`config.mk`:
```
export PLATFORM = sky130hd
export DESIGN_NAME = seg_msg_arbiter
export DESIGN_NICKNAME = d
export VERILOG_FILES = /design/src/rtl/seg_msg_arbiter.sv
export SDC_FILE = /design/constraint.sdc
export NUM_CORES = 1
export LEC_CHECK = 0
export BUFFER_PORTS_ARGS = -buffer_cell sky130_fd_sc_hd__buf_2
export CAP_MARGIN = 0
export CORE_ASPECT_RATIO = 0.6
export CORE_MARGIN = 10
export CORE_UTILIZATION = 52
export DETAILED_ROUTE_END_ITERATION = 12
export PLACE_DENSITY = 0.85
export SLEW_MARGIN = 0
export SYNTH_ARGS = -nofsm -noshare
export SYNTH_HDL_FRONTEND = slang
export SYNTH_SLANG_ARGS = --single-unit
```
`constraint.sdc`:
```
create_clock -name clk -period 4.8 [get_ports clk]
set_input_delay 0.72 -clock clk [delete_from_list [all_inputs] [get_ports clk]]
set_output_delay 0.72 -clock clk [all_outputs]
set_load 0.05 [all_outputs]
```
`src/rtl/seg_msg_arbiter.sv`:
```
// Arbitrates the 8-digit display between a base state display and two round-robin message requesters.
// Optional blink of the granted message is enabled by defining SEG_ARB_BLINK_EN.
module seg_msg_arbiter #(
  parameter int HOLD_CYC   = 1000,
  parameter int BLINK_HALF = 250
) (
  input  logic        clk,
  input  logic        rst,
  input  logic [31:0] base_value,
  input  logic [7:0]  base_en,
  input  logic        msg0_req,
  input  logic [31:0] msg0_value,
  input  logic [7:0]  msg0_en,
  output logic        msg0_ack,
  input  logic        msg1_req,
  input  logic [31:0] msg1_value,
  input  logic [7:0]  msg1_en,
  output logic        msg1_ack,
  output logic [31:0] seg_value,
  output logic [7:0]  seg_en,
  output logic        busy,
  output logic        grant_id
);

  localparam int CW = $clog2(HOLD_CYC);

  typedef enum logic {IDLE, SHOW} state_t;

  state_t        state_q, state_d;
  logic [31:0]   seg_value_q, seg_value_d;
  logic [7:0]    seg_en_q, seg_en_d;
  logic          ack0_q, ack0_d;
  logic          ack1_q, ack1_d;
  logic          busy_q, busy_d;
  logic          grant_id_q, grant_id_d;
  logic          last_grant_q, last_grant_d;
  logic [CW-1:0] cnt_q, cnt_d;
  logic [31:0]   msg_value_q, msg_value_d;
  logic [7:0]    msg_en_q, msg_en_d;
  logic          win;

`ifdef SEG_ARB_BLINK_EN
  localparam int BW = $clog2(BLINK_HALF + 1);
  logic [BW-1:0] blink_cnt_q, blink_cnt_d;
  logic          blink_on_q, blink_on_d;
`endif

  always_comb begin
    state_d      = state_q;
    seg_value_d  = seg_value_q;
    seg_en_d     = seg_en_q;
    ack0_d       = 1'b0;
    ack1_d       = 1'b0;
    busy_d       = busy_q;
    grant_id_d   = grant_id_q;
    last_grant_d = last_grant_q;
    cnt_d        = cnt_q;
    msg_value_d  = msg_value_q;
    msg_en_d     = msg_en_q;
`ifdef SEG_ARB_BLINK_EN
    blink_cnt_d  = blink_cnt_q;
    blink_on_d   = blink_on_q;
`endif
    // On a tie the requester that did not win last time gets the display.
    win = (msg0_req && msg1_req) ? ~last_grant_q : msg1_req;

    case (state_q)
      IDLE: begin
        seg_value_d = base_value;
        seg_en_d    = base_en;
        if (msg0_req || msg1_req) begin
          state_d      = SHOW;
          ack0_d       = ~win;
          ack1_d       = win;
          msg_value_d  = win ? msg1_value : msg0_value;
          msg_en_d     = win ? msg1_en : msg0_en;
          seg_value_d  = msg_value_d;
          seg_en_d     = msg_en_d;
          grant_id_d   = win;
          last_grant_d = win;
          busy_d       = 1'b1;
          cnt_d        = CW'(HOLD_CYC - 1);
`ifdef SEG_ARB_BLINK_EN
          blink_cnt_d  = BW'(BLINK_HALF - 1);
          blink_on_d   = 1'b1;
`endif
        end
      end
      SHOW: begin
        if (cnt_q == '0) begin
          state_d     = IDLE;
          busy_d      = 1'b0;
          seg_value_d = base_value;
          seg_en_d    = base_en;
        end else begin
          cnt_d       = cnt_q - 1'b1;
          seg_value_d = msg_value_q;
`ifdef SEG_ARB_BLINK_EN
          if (blink_cnt_q == '0) begin
            blink_on_d  = ~blink_on_q;
            blink_cnt_d = BW'(BLINK_HALF - 1);
          end else begin
            blink_cnt_d = blink_cnt_q - 1'b1;
          end
          seg_en_d = blink_on_d ? msg_en_q : 8'h00;
`else
          seg_en_d = msg_en_q;
`endif
        end
      end
      default: state_d = IDLE;
    endcase
  end

  always_ff @(posedge clk or posedge rst) begin
    if (rst) begin
      state_q      <= IDLE;
      seg_value_q  <= 32'h0;
      seg_en_q     <= 8'h00;
      ack0_q       <= 1'b0;
      ack1_q       <= 1'b0;
      busy_q       <= 1'b0;
      grant_id_q   <= 1'b0;
      last_grant_q <= 1'b1;
      cnt_q        <= '0;
      msg_value_q  <= 32'h0;
      msg_en_q     <= 8'h00;
    end else begin
      state_q      <= state_d;
      seg_value_q  <= seg_value_d;
      seg_en_q     <= seg_en_d;
      ack0_q       <= ack0_d;
      ack1_q       <= ack1_d;
      busy_q       <= busy_d;
      grant_id_q   <= grant_id_d;
      last_grant_q <= last_grant_d;
      cnt_q        <= cnt_d;
      msg_value_q  <= msg_value_d;
      msg_en_q     <= msg_en_d;
    end
  end

`ifdef SEG_ARB_BLINK_EN
  always_ff @(posedge clk or posedge rst) begin
    if (rst) begin
      blink_cnt_q <= '0;
      blink_on_q  <= 1'b1;
    end else begin
      blink_cnt_q <= blink_cnt_d;
      blink_on_q  <= blink_on_d;
    end
  end
`endif

  assign seg_value = seg_value_q;
  assign seg_en    = seg_en_q;
  assign msg0_ack  = ack0_q;
  assign msg1_ack  = ack1_q;
  assign busy      = busy_q;
  assign grant_id  = grant_id_q;

endmodule

```
==> results of run 1 <==
==> worst max-delay path: cells and delay by family <==
kind            cells  cell delay, ns
simple gates        1            0.09
compound gates      2            0.96
mux                 1            0.27
buf+inv             2            0.65
==> cell type report <==
class                   instances  area, um2
multi-input cells             213       1639
fillers                       607       2447
inverters                       5      21.27
clock inverters                 4      51.30
repair buffers                171      865.8
clock buffers                  12      256.5
flip-flops and latches         96       2404
well taps                     108      135.1
==> cells in the final DEF (no fill, tap or decap), drive strengths merged <==
cell type,n
buf,171
dfrtp,95
nor2,44
a21o,42
mux2i,40
a221o,38
clkbuf,12
nand2,7
inv,6
nand3,4
nor3,4
a21oi,3
a211o,3
o21ai,3
a31oi,3
o31ai,2
ha,2
o21bai,1
a21boi,1
o21ba,1
nor3b,1
a22oi,1
a211oi,1
nand3b,1
o311a,1
a31o,1
and3,1
nand4b,1
nand4,1
nor4,1
o2111ai,1
and2,1
xor2,1
a2bb2oi,1
nand2b,1
clkinvlp,1
clkinv,1
bufinv,1
dfstp,1
==> through the flow <==
stage,power (mW),std cells
2_1_floorplan,1.914,339
3_3_place_gp,2.147,593
3_5_place_dp,2.187,593
4_1_cts,2.915,609
5_1_grt,3.039,609
6_report,2.885,609
==> cells by family after synthesis <==
group                    synth area share
flip-flops                         0.5771
buffers and inverters             0.03815
adder cells (fa/ha/maj)          0.006007
AND/OR/NAND/NOR                   0.07210
AO/OA/AOI/OAI                      0.2085
XOR/XNOR                         0.002103
multiplexers                      0.09612
==> synth_stat cells (2+ instances only) <==
| master | n |
|---|---|
| a211o_1 | 3 |
| nand2_1 | 7 |
| buf_4 | 3 |
| a21o_1 | 42 |
| a31oi_1 | 2 |
| mux2i_1 | 40 |
| buf_6 | 3 |
| buf_1 | 3 |
| o21ai_0 | 3 |
| clkbuf_1 | 6 |
| nor2_1 | 43 |
| dfrtp_1 | 95 |
| o31ai_1 | 2 |
| a21oi_1 | 3 |
| inv_1 | 5 |
| ha_1 | 2 |
| nand3_1 | 4 |
| buf_2 | 10 |
| a221o_1 | 38 |
| nor3_1 | 3 |
==> sequential cells by signal (all words and copies together), names as in the netlist <==
name	flops
busy	1
cnt_q	10
grant_id	1
last_grant_q	1
msg0_ack	1
msg1_ack	1
msg_en_q	8
msg_value_q	32
seg_en	8
seg_value	32
state_q	1
==> metal layers <==
| layer | wire length [um] | GRT usage | part of all wire | up-vias |
|---|---|---|---|---|
| met4 | 172 | 0.06420 | 0.015 | 0 |
| li1 | - | - | - | 1571 |
| met2 | 5581 | 0.3212 | 0.48 | 140 |
| met1 | 4769 | 0.2236 | 0.41 | 1659 |
| met3 | 996 | 0.07071 | 0.086 | 17 |
| met5 | 0 | 0 | 0 | - |
==> worst max path at each step <==
stage               startpoint       endpoint  slack [ns]  depth (start not counted)
floorplan                  rst           busy        1.58                          1
global placement      msg1_req  seg_value[13]        2.04                          6
detailed placement    msg1_req  seg_value[15]        1.91                          6
CTS                   msg1_req   seg_value[8]        2.29                          6
global route          cnt_q[0]       cnt_q[9]        2.09                          7
finish                msg1_req   seg_value[8]        2.29                          6
==> power breakdown <==
part           switching (mW)  leakage (nW)  internal (mW)
clock network           0.288         0.149          0.433
logic                   0.651          1.61          0.340
registers               0.124          1.17           1.05
total                    1.06          2.93           1.82
==> flow_summary_export.csv, run 1 <==
group,metric,value,unit
logic_synthesis,synthFlopType,"dfrtp_1",
critical_path,critPathMaxFanout,27,
critical_path,crit_type,"in2reg",
critical_path,r2r_cells,7,
drt,drtAntennaViolNets,0,
grt,first_global_vias,3597,
placed_design,dp_slack,1.909,ns
sta,slew_headroom,0.2815,
clock_tree,clk_latency,0.33,ns
placed_design,port_buffers,167,
clock_tree,cts-buffers-inserted,9,
status,outcome,"finished clean",
die,die_w,135.5,um
layout,area_growth_syn_to_layout,28.99,%
layout,insertedDiodeCount,0,
clock_tree,cts_hold_buf,0,
hold_path,worstHoldPathType,"in2async",
sta,drv_slew,0,
sta,period_share,0.5222,
logic_synthesis,synth_top_area_share,0.5707,
critical_path,crit_chain,"buf_2, a21boi_4, buf_4, mux2i_1, nor2_1, a221o_1",
clock_tree,cts_tree,"built",
clock_tree,h-tree-depth,3,
drt,drc,0,
critical_path,r2r_start,"cnt_q[0]",
sta,worstMarginPinSlew,1.075,ns
layout,drive_above_1_share,0.3892,
sta,fin_worst_skew,0.005341,ns
placed_design,place_congestion,0.8200,
logic_synthesis,synth.net_count,465,
drt,first_iter_violations,242,
critical_path,timing.rr.end,"cnt_q[9]",
sta,finalWorstSetupSlack,2.293,ns
grt,antenna_found_initial,0,
logic_synthesis,synthTopCellsByArea,"dfrtp_1 57%, mux2i_1 9.6%, a221o_1 9.1%",
layout,finalNetCount,622,
grt,track_usage,0.1912,
die,die_area,12110,um2
drt,dr_total_vias,3387,
layout,fin_util,0.6870,
logic_synthesis,synth_cell_types,42,
clock_tree,clockBufferDepth,2,
sta,fmax,0.3989,GHz
drt,dr.pass1.iters,4,
clock_tree,cts_resized,0,
critical_path,regToRegSetupSlack,2.34,ns
die,core,7820,um2
critical_path,cp-start-kind,"primary input",
critical_path,worst_ep_required_time,5.02,ns
logic_synthesis,yosys_register_bits,96,
power,power_density,537.0,nW/um2
placed_design,dpl_cell_area,5065,um2
sta,totalNegativeSetupSlack,0,ns
die,start_util,0.5326,
sta,fin_crit,2.507,ns
clock_tree,cts_sinks,96,
critical_path,cpMaxStageDelayCell,"a21boi_4",
logic_synthesis,seq_area_frac_synth,0.5771,
die,io_pins,168,
grt,grt_pass1_wl,18290,um
sta,grt_setup_unrepaired,"false",
logic_synthesis,synthCells,339,
clock_tree,path_clk_slew,0.06,ns
logic_synthesis,synth_edf_count,0,
sta,setup_violations,0,
sta,hold_viol,0,
critical_path,end_kind,"flop",
logic_synthesis,synth_warnings,0,
placed_design,dpl.hpwl,8536,um
clock_tree,post-cts-setup-buffer-count,0,
grt,grt_overflow,0,
power,leakagePower,2.932,nW
flow_run,max_cap_viol_count,0,
power,ir_drop,0.2994,mV
layout,fin_area,5373,um2
clock_tree,cts_root_buf,"clkbuf_16",
sta,holdWs,0.4190,ns
logic_synthesis,synthArstFlopShare,1.000,
logic_synthesis,syn-cell-area,4165,um2
critical_path,crit_arrival,2.73,ns
die,dieHeight,89.33,um
drt,routedWlPerCell,18.91,um
die,row_count,25,
drt,wirelength,11520,um
critical_path,slowest_delay,0.68,ns
logic_synthesis,synth_top_area_cell,"dfrtp_1",
logic_synthesis,syn_area_per_cell,12.29,um2
drt,routed_via_density,5.562,
grt,grt_max_degree,60,
Power figures use the tool's default switching activity.
==> run 2: changes to the inputs <==
--- a/config.mk
+++ b/config.mk
@@ -9,9 +9,9 @@
 export CAP_MARGIN = 0
 export CORE_ASPECT_RATIO = 0.6
 export CORE_MARGIN = 10
-export CORE_UTILIZATION = 52
+export CORE_UTILIZATION = 44
 export DETAILED_ROUTE_END_ITERATION = 12
-export PLACE_DENSITY = 0.85
+export PLACE_DENSITY = 0.77
 export SLEW_MARGIN = 0
 export SYNTH_ARGS = -nofsm -noshare
 export SYNTH_HDL_FRONTEND = slang
==> constraint.sdc (replaced) <==
create_clock -name clk -period 2.1 [get_ports clk]
set_input_delay 0.315 -clock clk [delete_from_list [all_inputs] [get_ports clk]]
set_output_delay 0.315 -clock clk [all_outputs]
set_load 0.05 [all_outputs]
==> flow_summary_export.csv, run 2 (same netlist as run 1, synthesis figures left out) <==
group,metric,value,unit
status,outcome,"finished clean",
sta,finalWorstSetupSlack,0.1850,ns
sta,grt_setup_unrepaired,"false",
layout,stdcell_count,638,
critical_path,r2r_start,"cnt_q[5]",
critical_path,r2r_cells,5,
clock_tree,clk_latency,0.34,ns
critical_path,end_kind,"flop",
critical_path,cp-start-kind,"flop",
drt,dr.pass1.iters,4,
die,die_area,13890,um2
sta,totalNegativeSetupSlack,0,ns
sta,fin_worst_skew,0.005064,ns
drt,routedWlPerCell,18.22,um
clock_tree,cts_tree,"built",
sta,period_share,0.9119,
layout,fin_util,0.6080,
critical_path,endpoint,"cnt_q[2]",
drt,drc,0,
drt,drtAntennaViolNets,0,
grt,grt_pass1_wl,18330,um
layout,finalNetCount,630,
sta,drv_slew,0,
power,power_density,1250,nW/um2
placed_design,place_congestion,0.8092,
critical_path,cp-startpoint,"cnt_q[5]",
die,dieHeight,95.37,um
die,start_util,0.4533,
placed_design,numPlacedInstances,623,
die,die_w,145.6,um
sta,setup_violations,0,
layout,layout_common_cells,"167 x buf_2, 95 x dfrtp_1, 43 x nor2_1",
die,io_pins,168,
drt,wirelength,11630,um
clock_tree,path_clk_slew,0.07,ns
critical_path,regToRegSetupSlack,0.19,ns
critical_path,crit_arrival,2.12,ns
sta,fmax,0.5222,GHz
layout,drive_above_1_share,0.4016,
sta,worstMarginPinSlew,0.4924,ns
layout,layout_commonest_cell,"buf_2",
flow_run,max_cap_viol_count,0,
grt,antenna_found_initial,0,
power,leakagePower,3.020,nW
critical_path,crit_type,"reg2reg",
clock_tree,cts_hold_buf,0,
clock_tree,h-tree-depth,3,
die,core,9189,um2
sta,slew_headroom,0.6717,
clock_tree,cts_root_buf,"clkbuf_16",
power,internal_power,4.506,mW
clock_tree,clockBufferDepth,2,
placed_design,dp_slack,0.1002,ns
placed_design,port_buffers,167,
die,row_count,27,
grt,grt_overflow,0,
clock_tree,cts_sinks,96,
sta,hold_viol,0,
sta,fin_crit,1.915,ns
power,ir_drop,0.5708,mV
drt,routed_via_density,5.350,
layout,insertedDiodeCount,0,
grt,grt_max_degree,97,
critical_path,timing.rr.end,"cnt_q[2]",
power,seqPwrFrac,0.386,
power,clkPwrFrac,0.283,
clock_tree,post-cts-setup-buffer-count,0,
grt,first_global_vias,3536,
layout,area_growth_syn_to_layout,34.12,%
power,swShare,0.3547,
hold_path,worstHoldPathType,"in2async",
critical_path,critPathMaxFanout,27,
drt,dr_total_vias,3413,
grt,track_usage,0.1645,
clock_tree,cts-buffers-inserted,9,
layout,fillers,769,
power,power_frac_comb,0.331,
drt,first_iter_violations,177,
placed_design,dpl.hpwl,8789,um
power,fin_total_pwr,6.982,mW
critical_path,worst_ep_required_time,2.30,ns
power,power.switching,2.476,mW
run 2: changes by cell type in the layout (fill, tap and decap cells not counted), sizes merged:
cell    before  now
buf        171  179
bufinv       1    4
clkbuf      12    9
clkinv       1    0
run 2: how the worst min path moves through the flow:
| stage | startpoint | end | slack, ns | cells after the start |
|---|---|---|---|---|
| detailed placement | grant_id | grant_id | 0.46 | 1 |
| finish | rst | seg_value[11] | 0.12 | 3 |
| global route | rst | seg_value[11] | 0.16 | 3 |
| global placement | grant_id | grant_id | 0.46 | 1 |
| CTS | rst | seg_value[10] | 0.13 | 3 |
| floorplan | msg_en_q[0] | msg_en_q[0] | 0.45 | 1 |
run 2: layout make-up:
| cell class | instances | area [um2] | area share |
|---|---|---|---|
| sequential | 96 | 2404 | 0.4302 |
| multi-input combinational | 213 | 1644 | 0.2943 |
| timing repair buffer | 179 | 988.4 | 0.1769 |
| clock buffer | 9 | 225.2 | 0.04031 |
| tap | 130 | 162.7 | 0.02912 |
| clock inverter | 6 | 140.1 | 0.02508 |
| inverter | 5 | 22.52 | 0.004031 |
run 2: per-stage QoR:
| step | area (um2) | hold slack, ns |
|---|---|---|
| CTS | 5582 | 0.1334 |
| floorplan | 4169 | 0.4499 |
| detailed placement | 5216 | 0.4608 |
| global placement | 5216 | 0.4573 |
| global route | 5587 | 0.1585 |
| finish | 5587 | 0.1219 |
run 2: what timing repair did:
action                     in CTS  in global routing
hold endpoints to repair        0                  0
setup endpoints to repair       0                 23
resized for setup               0                  1
run 2: worst max-delay path, cell delays in order, from the launching register on:
cell,delay [ns]
dfrtp_1,0.44
nor3_1,0.46
a31oi_4,0.19
buf_4,0.28
a211oi_1,0.33
a31oi_1,0.08
run 2: metal layers:
metal,vias to the layer above,global-route usage,wire length [um]
met1,1642,0.2067,5194
met3,22,0.05863,839
li1,1587,-,-
met2,162,0.2584,5322
met5,-,0,0
met4,0,0.06449,269
run 2: power groups by stage:
stage / combinational, mW / sequential, mW / clock, mW
after CTS: 2.34 / 2.69 / 2.02
final: 2.31 / 2.69 / 1.97
after detailed placement: 2.33 / 2.72 / 0
after global routing: 2.46 / 2.75 / 2.09
after global placement: 2.27 / 2.69 / 0
after floorplan: 0.836 / 3.54 / 0
